$ cat src/rtl/reg_scoreboard_pkg.sv
// Shared sizing and register-index type for the issue-side register scoreboard.
package reg_scoreboard_pkg;
  localparam int NUM_REGS    = 32;
  localparam int ADDR_W      = $clog2(NUM_REGS);
  localparam int CNT_W       = 2;
  localparam int STALL_CNT_W = 32;

  typedef logic [ADDR_W-1:0] reg_idx_t;

  localparam reg_idx_t REG_ZERO = '0;
endpackage

$ cat src/rtl/reg_scoreboard_sb_counter.sv
// Per-register in-flight write counter: increments on issue, decrements on
// writeback, and clears on flush.
module sb_counter #(
  parameter int CNT_W = 2
) (
  input  logic             clk,
  input  logic             reset,
  input  logic             inc,
  input  logic             dec,
  input  logic             clr,
  output logic [CNT_W-1:0] count,
  output logic             nonzero,
  output logic             full,
  output logic             underflow_pulse
);
  localparam logic [CNT_W-1:0] CNT_MAX = '1;

  logic [CNT_W-1:0] count_q, count_d;

  // A simultaneous inc and dec cancel out, so the count holds and no underflow is raised.
  always_comb begin
    count_d         = count_q;
    underflow_pulse = 1'b0;
    if (clr) begin
      count_d = '0;
    end else if (inc && !dec) begin
      if (count_q != CNT_MAX) count_d = count_q + CNT_W'(1);
    end else if (dec && !inc) begin
      if (count_q != '0) count_d = count_q - CNT_W'(1);
      else               underflow_pulse = 1'b1;
    end
  end

  always_ff @(posedge clk) begin
    if (reset) count_q <= '0;
    else       count_q <= count_d;
  end

  assign count   = count_q;
  assign nonzero = (count_q != '0);
  assign full    = (count_q == CNT_MAX);
endmodule

$ cat src/rtl/reg_scoreboard.sv
// Register scoreboard: stalls RAW hazards and saturated destinations at issue,
// and drives the register-file write port from writeback.
module reg_scoreboard
  import reg_scoreboard_pkg::*;
(
  input  logic                   clk,
  input  logic                   reset,
  input  logic                   IssueValid,
  input  reg_idx_t               IssueRs1,
  input  reg_idx_t               IssueRs2,
  input  reg_idx_t               IssueRd,
  input  logic                   IssueWrites,
  output logic                   IssueReady,
  input  logic                   WbValid,
  input  reg_idx_t               WbRd,
  input  logic                   Flush,
  output logic                   RegWrite,
  output reg_idx_t               WriteRegister,
  output logic [NUM_REGS-1:0]    BusyMask,
  output logic [STALL_CNT_W-1:0] StallCount,
  output logic                   Underflow
);
  logic [CNT_W-1:0]       cnt [NUM_REGS];
  logic [NUM_REGS-1:0]    nonzero_v, full_v, uf_v;
  logic                   raw, waw_full, issue_fire;
  logic [STALL_CNT_W-1:0] stall_count_q, stall_count_d;
  logic                   underflow_q, underflow_d;

  // x0 is hardwired zero and never tracked.
  assign cnt[0]       = '0;
  assign nonzero_v[0] = 1'b0;
  assign full_v[0]    = 1'b0;
  assign uf_v[0]      = 1'b0;

  // The hazard check looks only at registered counts: a same-cycle writeback
  // does not release a dependent instruction until the following cycle.
  assign raw        = (IssueRs1 != REG_ZERO && cnt[IssueRs1] != '0) ||
                      (IssueRs2 != REG_ZERO && cnt[IssueRs2] != '0);
  assign waw_full   = IssueWrites && IssueRd != REG_ZERO && full_v[IssueRd];
  assign IssueReady = !raw && !waw_full;
  assign issue_fire = IssueValid && IssueReady;

  for (genvar r = 1; r < NUM_REGS; r++) begin : g_cnt
    logic inc, dec;
    assign inc = issue_fire && IssueWrites && IssueRd == reg_idx_t'(r);
    assign dec = WbValid && WbRd == reg_idx_t'(r);
    sb_counter #(.CNT_W(CNT_W)) u_cnt (
      .clk             (clk),
      .reset           (reset),
      .inc             (inc),
      .dec             (dec),
      .clr             (Flush),
      .count           (cnt[r]),
      .nonzero         (nonzero_v[r]),
      .full            (full_v[r]),
      .underflow_pulse (uf_v[r])
    );
  end

  always_comb begin
    stall_count_d = stall_count_q;
    if (IssueValid && !IssueReady && stall_count_q != '1)
      stall_count_d = stall_count_q + STALL_CNT_W'(1);
    underflow_d = underflow_q | (|uf_v);
  end

  always_ff @(posedge clk) begin
    if (reset) begin
      stall_count_q <= '0;
      underflow_q   <= 1'b0;
    end else begin
      stall_count_q <= stall_count_d;
      underflow_q   <= underflow_d;
    end
  end

  assign RegWrite      = WbValid && WbRd != REG_ZERO;
  assign WriteRegister = WbRd;
  assign BusyMask      = nonzero_v;
  assign StallCount    = stall_count_q;
  assign Underflow     = underflow_q;
endmodule
$ cat config.mk
export PLATFORM = sky130hd
export DESIGN_NAME = reg_scoreboard
export DESIGN_NICKNAME = d
export VERILOG_FILES = /design/src/rtl/reg_scoreboard_pkg.sv /design/src/rtl/reg_scoreboard_sb_counter.sv /design/src/rtl/reg_scoreboard.sv
export SDC_FILE = /design/constraint.sdc
export NUM_CORES = 1
export LEC_CHECK = 0
export ABC_AREA = 1
export BUFFER_PORTS_ARGS = -buffer_cell sky130_fd_sc_hd__buf_2
export CAP_MARGIN = 40
export CORE_AREA = 4 4 134 136
export CTS_BUF_LIST = sky130_fd_sc_hd__clkbuf_8
export CTS_CLUSTER_SIZE = 10
export DETAILED_ROUTE_END_ITERATION = 8
export DIE_AREA = 0 0 138 140
export GPL_TIMING_DRIVEN = 1
export PLACE_DENSITY = 0.69
export SLEW_MARGIN = 25
export SYNTH_ARGS = -nofsm -noshare
export SYNTH_HDL_FRONTEND = slang
export SYNTH_SLANG_ARGS = --single-unit
$ cat constraint.sdc
create_clock -name clk -period 4.3 [get_ports clk]
set_clock_uncertainty 0.1 [all_clocks]
set_input_delay 1.075 -clock clk [delete_from_list [all_inputs] [get_ports clk]]
set_output_delay 1.075 -clock clk [all_outputs]
set_load 0.1 [all_outputs]
==> impl_metrics.yaml <==
worst_setup_path:
  path_common_cell: "nand2_1"
  slowest_stage: "buf_6"
  crit_path_start_kind: "primary input"
  critPathKind: "in2out"
  critPathMaxStageDelay_ns: 0.26
  setup.worst_path.end: "IssueReady"
  critPathMaxFanout: 35
  cp_data_arrival_time_ns: 2.91
  crit_path_end_kind: "output pin"
  rrSetupSlack_ns: 0.67
  cp-startpoint: "IssueRd[0]"
  r2r.worst_path.cells: 22
  regToRegEndpoint: "Underflow"
  cp_num_buf_inv: 5
  crit_cells: 15
  path_delay_family: "buffers and inverters"
  timing.rr.start: "g_cnt[14].u_cnt.count[0]"
  cp_data_required_time_ns: 3.12
  crit_chain: "buf_2, nand2_1, clkinvlp_4, nand2_1, nand2_1, nor2_1, nor2_1, nor2_1, nand2_1, nand2_1, nand2_1, nand3_4, buf_6, inv_1, buf_12"
sta:
  min_period_over_period_pct: 95.1
  setup_violations: 0
  setup_tns_ns: 0
  fmax_mhz: 245
  rsz0062_at_grt: "no"
  holdWs_ns: 0.385
  tightest_slew_ns: 0.723
  relSlewSlack_pct: 51.8
  drv_slew: 0
  post-route-min-period_ns: 4.09
  postLayoutSetupSlackWorst_ns: 0.212
  finalHoldViolations: 0
clock_tree:
  clk_latency_ns: 0.40
  cts_tree: "yes"
  cts_inserted_buffers: 9
  clockBufferDepth: 2
  cts_root_buf: "clkbuf_8"
  clock_sinks: 95
  postCtsSetupBuffers: 0
  clk_pin_slew_ns: 0.09
  htree_levels: 3
power:
  ir_worst_vdd_v: 0.000181
  leakage_nw: 4.03
  p_per_area_mw_per_mm2: 209
  finalPower_mw: 1.90
yosys:
  synth-edff-count: 0
  synth.avg_cell_area_um2: 5.91
  ys_ff_latch: 95
  yosysSeqAreaShare_pct: 23.1
  syn_area_mm2: 0.00822
  synthTopCellsByArea: "dfxtp_1 (23%), nand2_1 (17%), inv_1 (11%), ha_1 (9.6%), nor2_1 (7.4%)"
  async_flop_share_pct: 0
  synth_flop_cell: "dfxtp_1"
  yosysTopAreaCell: "dfxtp_1"
  synth_top_area_share_pct: 23.1
  synth_cells: 1392
  syn_nets: 1481
  synth_most_common_cell: "nand2_1"
  post_synth_num_cell_types: 34
  yosys_warnings: 0
  synth_common_cells: "nand2_1 (368), inv_1 (232), nor2_1 (161), a21oi_1 (117), dfxtp_1 (95)"
layout:
  layout.cells.non_filler: 1689
  fin_nets: 1548
  fin_util_pct: 53.6
  antenna_cells: 0
  area_growth_pct: 10.5
  drive_gt1_share_pct: 10.7
  stdcell_area_mm2: 0.00908
floorplanning:
  fp.coreArea_mm2: 0.0169
  die_x_um: 138
  start_util_pct: 48.5
  rows: 48
  die_y_um: 140
  dieArea_mm2: 0.0193
  io_pins: 98
place:
  dp_hpwl_um: 20200
  dp_cells: 1673
  place_ws_ns: -0.292
  place_congestion: 1.04
  place_area_mm2: 0.00883
  numPortBuffers: 96
global_route:
  grt_pass1_vias: 8057
  grt_max_degree: 36
  overflow: 0
  grt_use_total_pct: 25.8
  grt_first_pass_wirelength_um: 40800
  antenna_found_initial: 2
detailed_routing:
  wl_um: 25200
  dr.pass1.iters: 6
  drtIter0Drc: 965
  via_per_inst: 5.26
  drc: 0
  ant_nets: 0
  routedWlPerCell_um: 14.9
  via_count: 8877
job:
  cap_violations: 0
outcome:
  outcome: "completed"
min_path:
  hp-class: "reg2reg"
==> cell families (layout without fill, tap and decap cells) <==
group	after synthesis	count (layout)	share of synthesized area, %
buf+inv	308	380	16.0
compound gates	194	194	12.0
xor+xnor	28	28	2.98
fa+ha+maj	63	63	9.59
other cells	1	1	0.0456
simple gates	703	703	36.2
flops	95	95	23.1
==> layout by cell type, fill, tap and decap left out, drive strengths merged <==
cell      instances
a21boi            1
a21oi           117
a31oi             1
and2              1
buf             127
bufinv            2
clkbuf           10
clkinv            1
clkinvlp          2
conb              1
dfxtp            95
ha               63
inv             238
nand2           370
nand3            78
nand3b            1
nand4            62
nor2            164
nor3             18
nor3b             1
nor4              7
o211ai            1
o21a              1
o21ai            71
o21bai            1
o221ai            1
or2               1
xnor2             7
xor2             21
==> repair_timing <==
item | 4_1_cts | 5_1_grt
resized for setup | 0 | 5
endpoints found under the setup margin | 0 | 2
hold buffers | 0 | 0
endpoints found under the hold margin | 0 | 0
==> state kept, by name (all words and copies together), names as in the netlist <==
register and flops:
StallCount 32, Underflow 1, g_cnt.u_cnt.count 62
==> power breakdown <==
group	leakage, nW	total (mW)	internal [mW]	switching (mW)
Sequential	0.765	0.886	0.882	0.00403
Clock	0.119	0.713	0.347	0.366
Combinational	3.14	0.296	0.0758	0.221
Total	4.03	1.90	1.31	0.590
==> layout make-up <==
cell class	count	area [um2]
clock buffer	10	138
fill	1817	7850
inverter	237	897
multi-input combinational	989	5020
clock inverter	6	90.1
sequential	95	1900
tap	225	282
timing repair buffer	127	757
==> worst reg2reg max path, delay by kind of cell (launching register included) <==
kind | cells | cell delay (ns)
buffers and inverters | 2 | 0.22
AND/OR/NAND/NOR | 18 | 2.51
AO/OA/AOI/OAI | 1 | 0.15
flip-flops | 1 | 0.35
adder cells (fa/ha/maj) | 1 | 0.19
==> worst min path at each step <==
stage / from / end / slack [ns] / cells past startpoint
after global placement: StallCount[31] / StallCount[31] / 0.37 / 2
after detailed placement: Underflow / Underflow / 0.38 / 2
after floorplan: g_cnt[17].u_cnt.count[1] / g_cnt[17].u_cnt.count[1] / 0.37 / 2
final: Underflow / Underflow / 0.38 / 2
after global routing: Underflow / Underflow / 0.40 / 2
after CTS: Underflow / Underflow / 0.39 / 2
==> metal layers <==
metal	share of wire, %	wire length (um)	up-vias	GRT usage, %
met5	0.083	21	-	0
met2	45	11300	322	41.7
met4	2.1	534	4	6.92
met3	8.1	2050	46	5.33
li1	-	-	4498	-
met1	45	11300	4007	35.1
(Power assumes the default switching activity.)
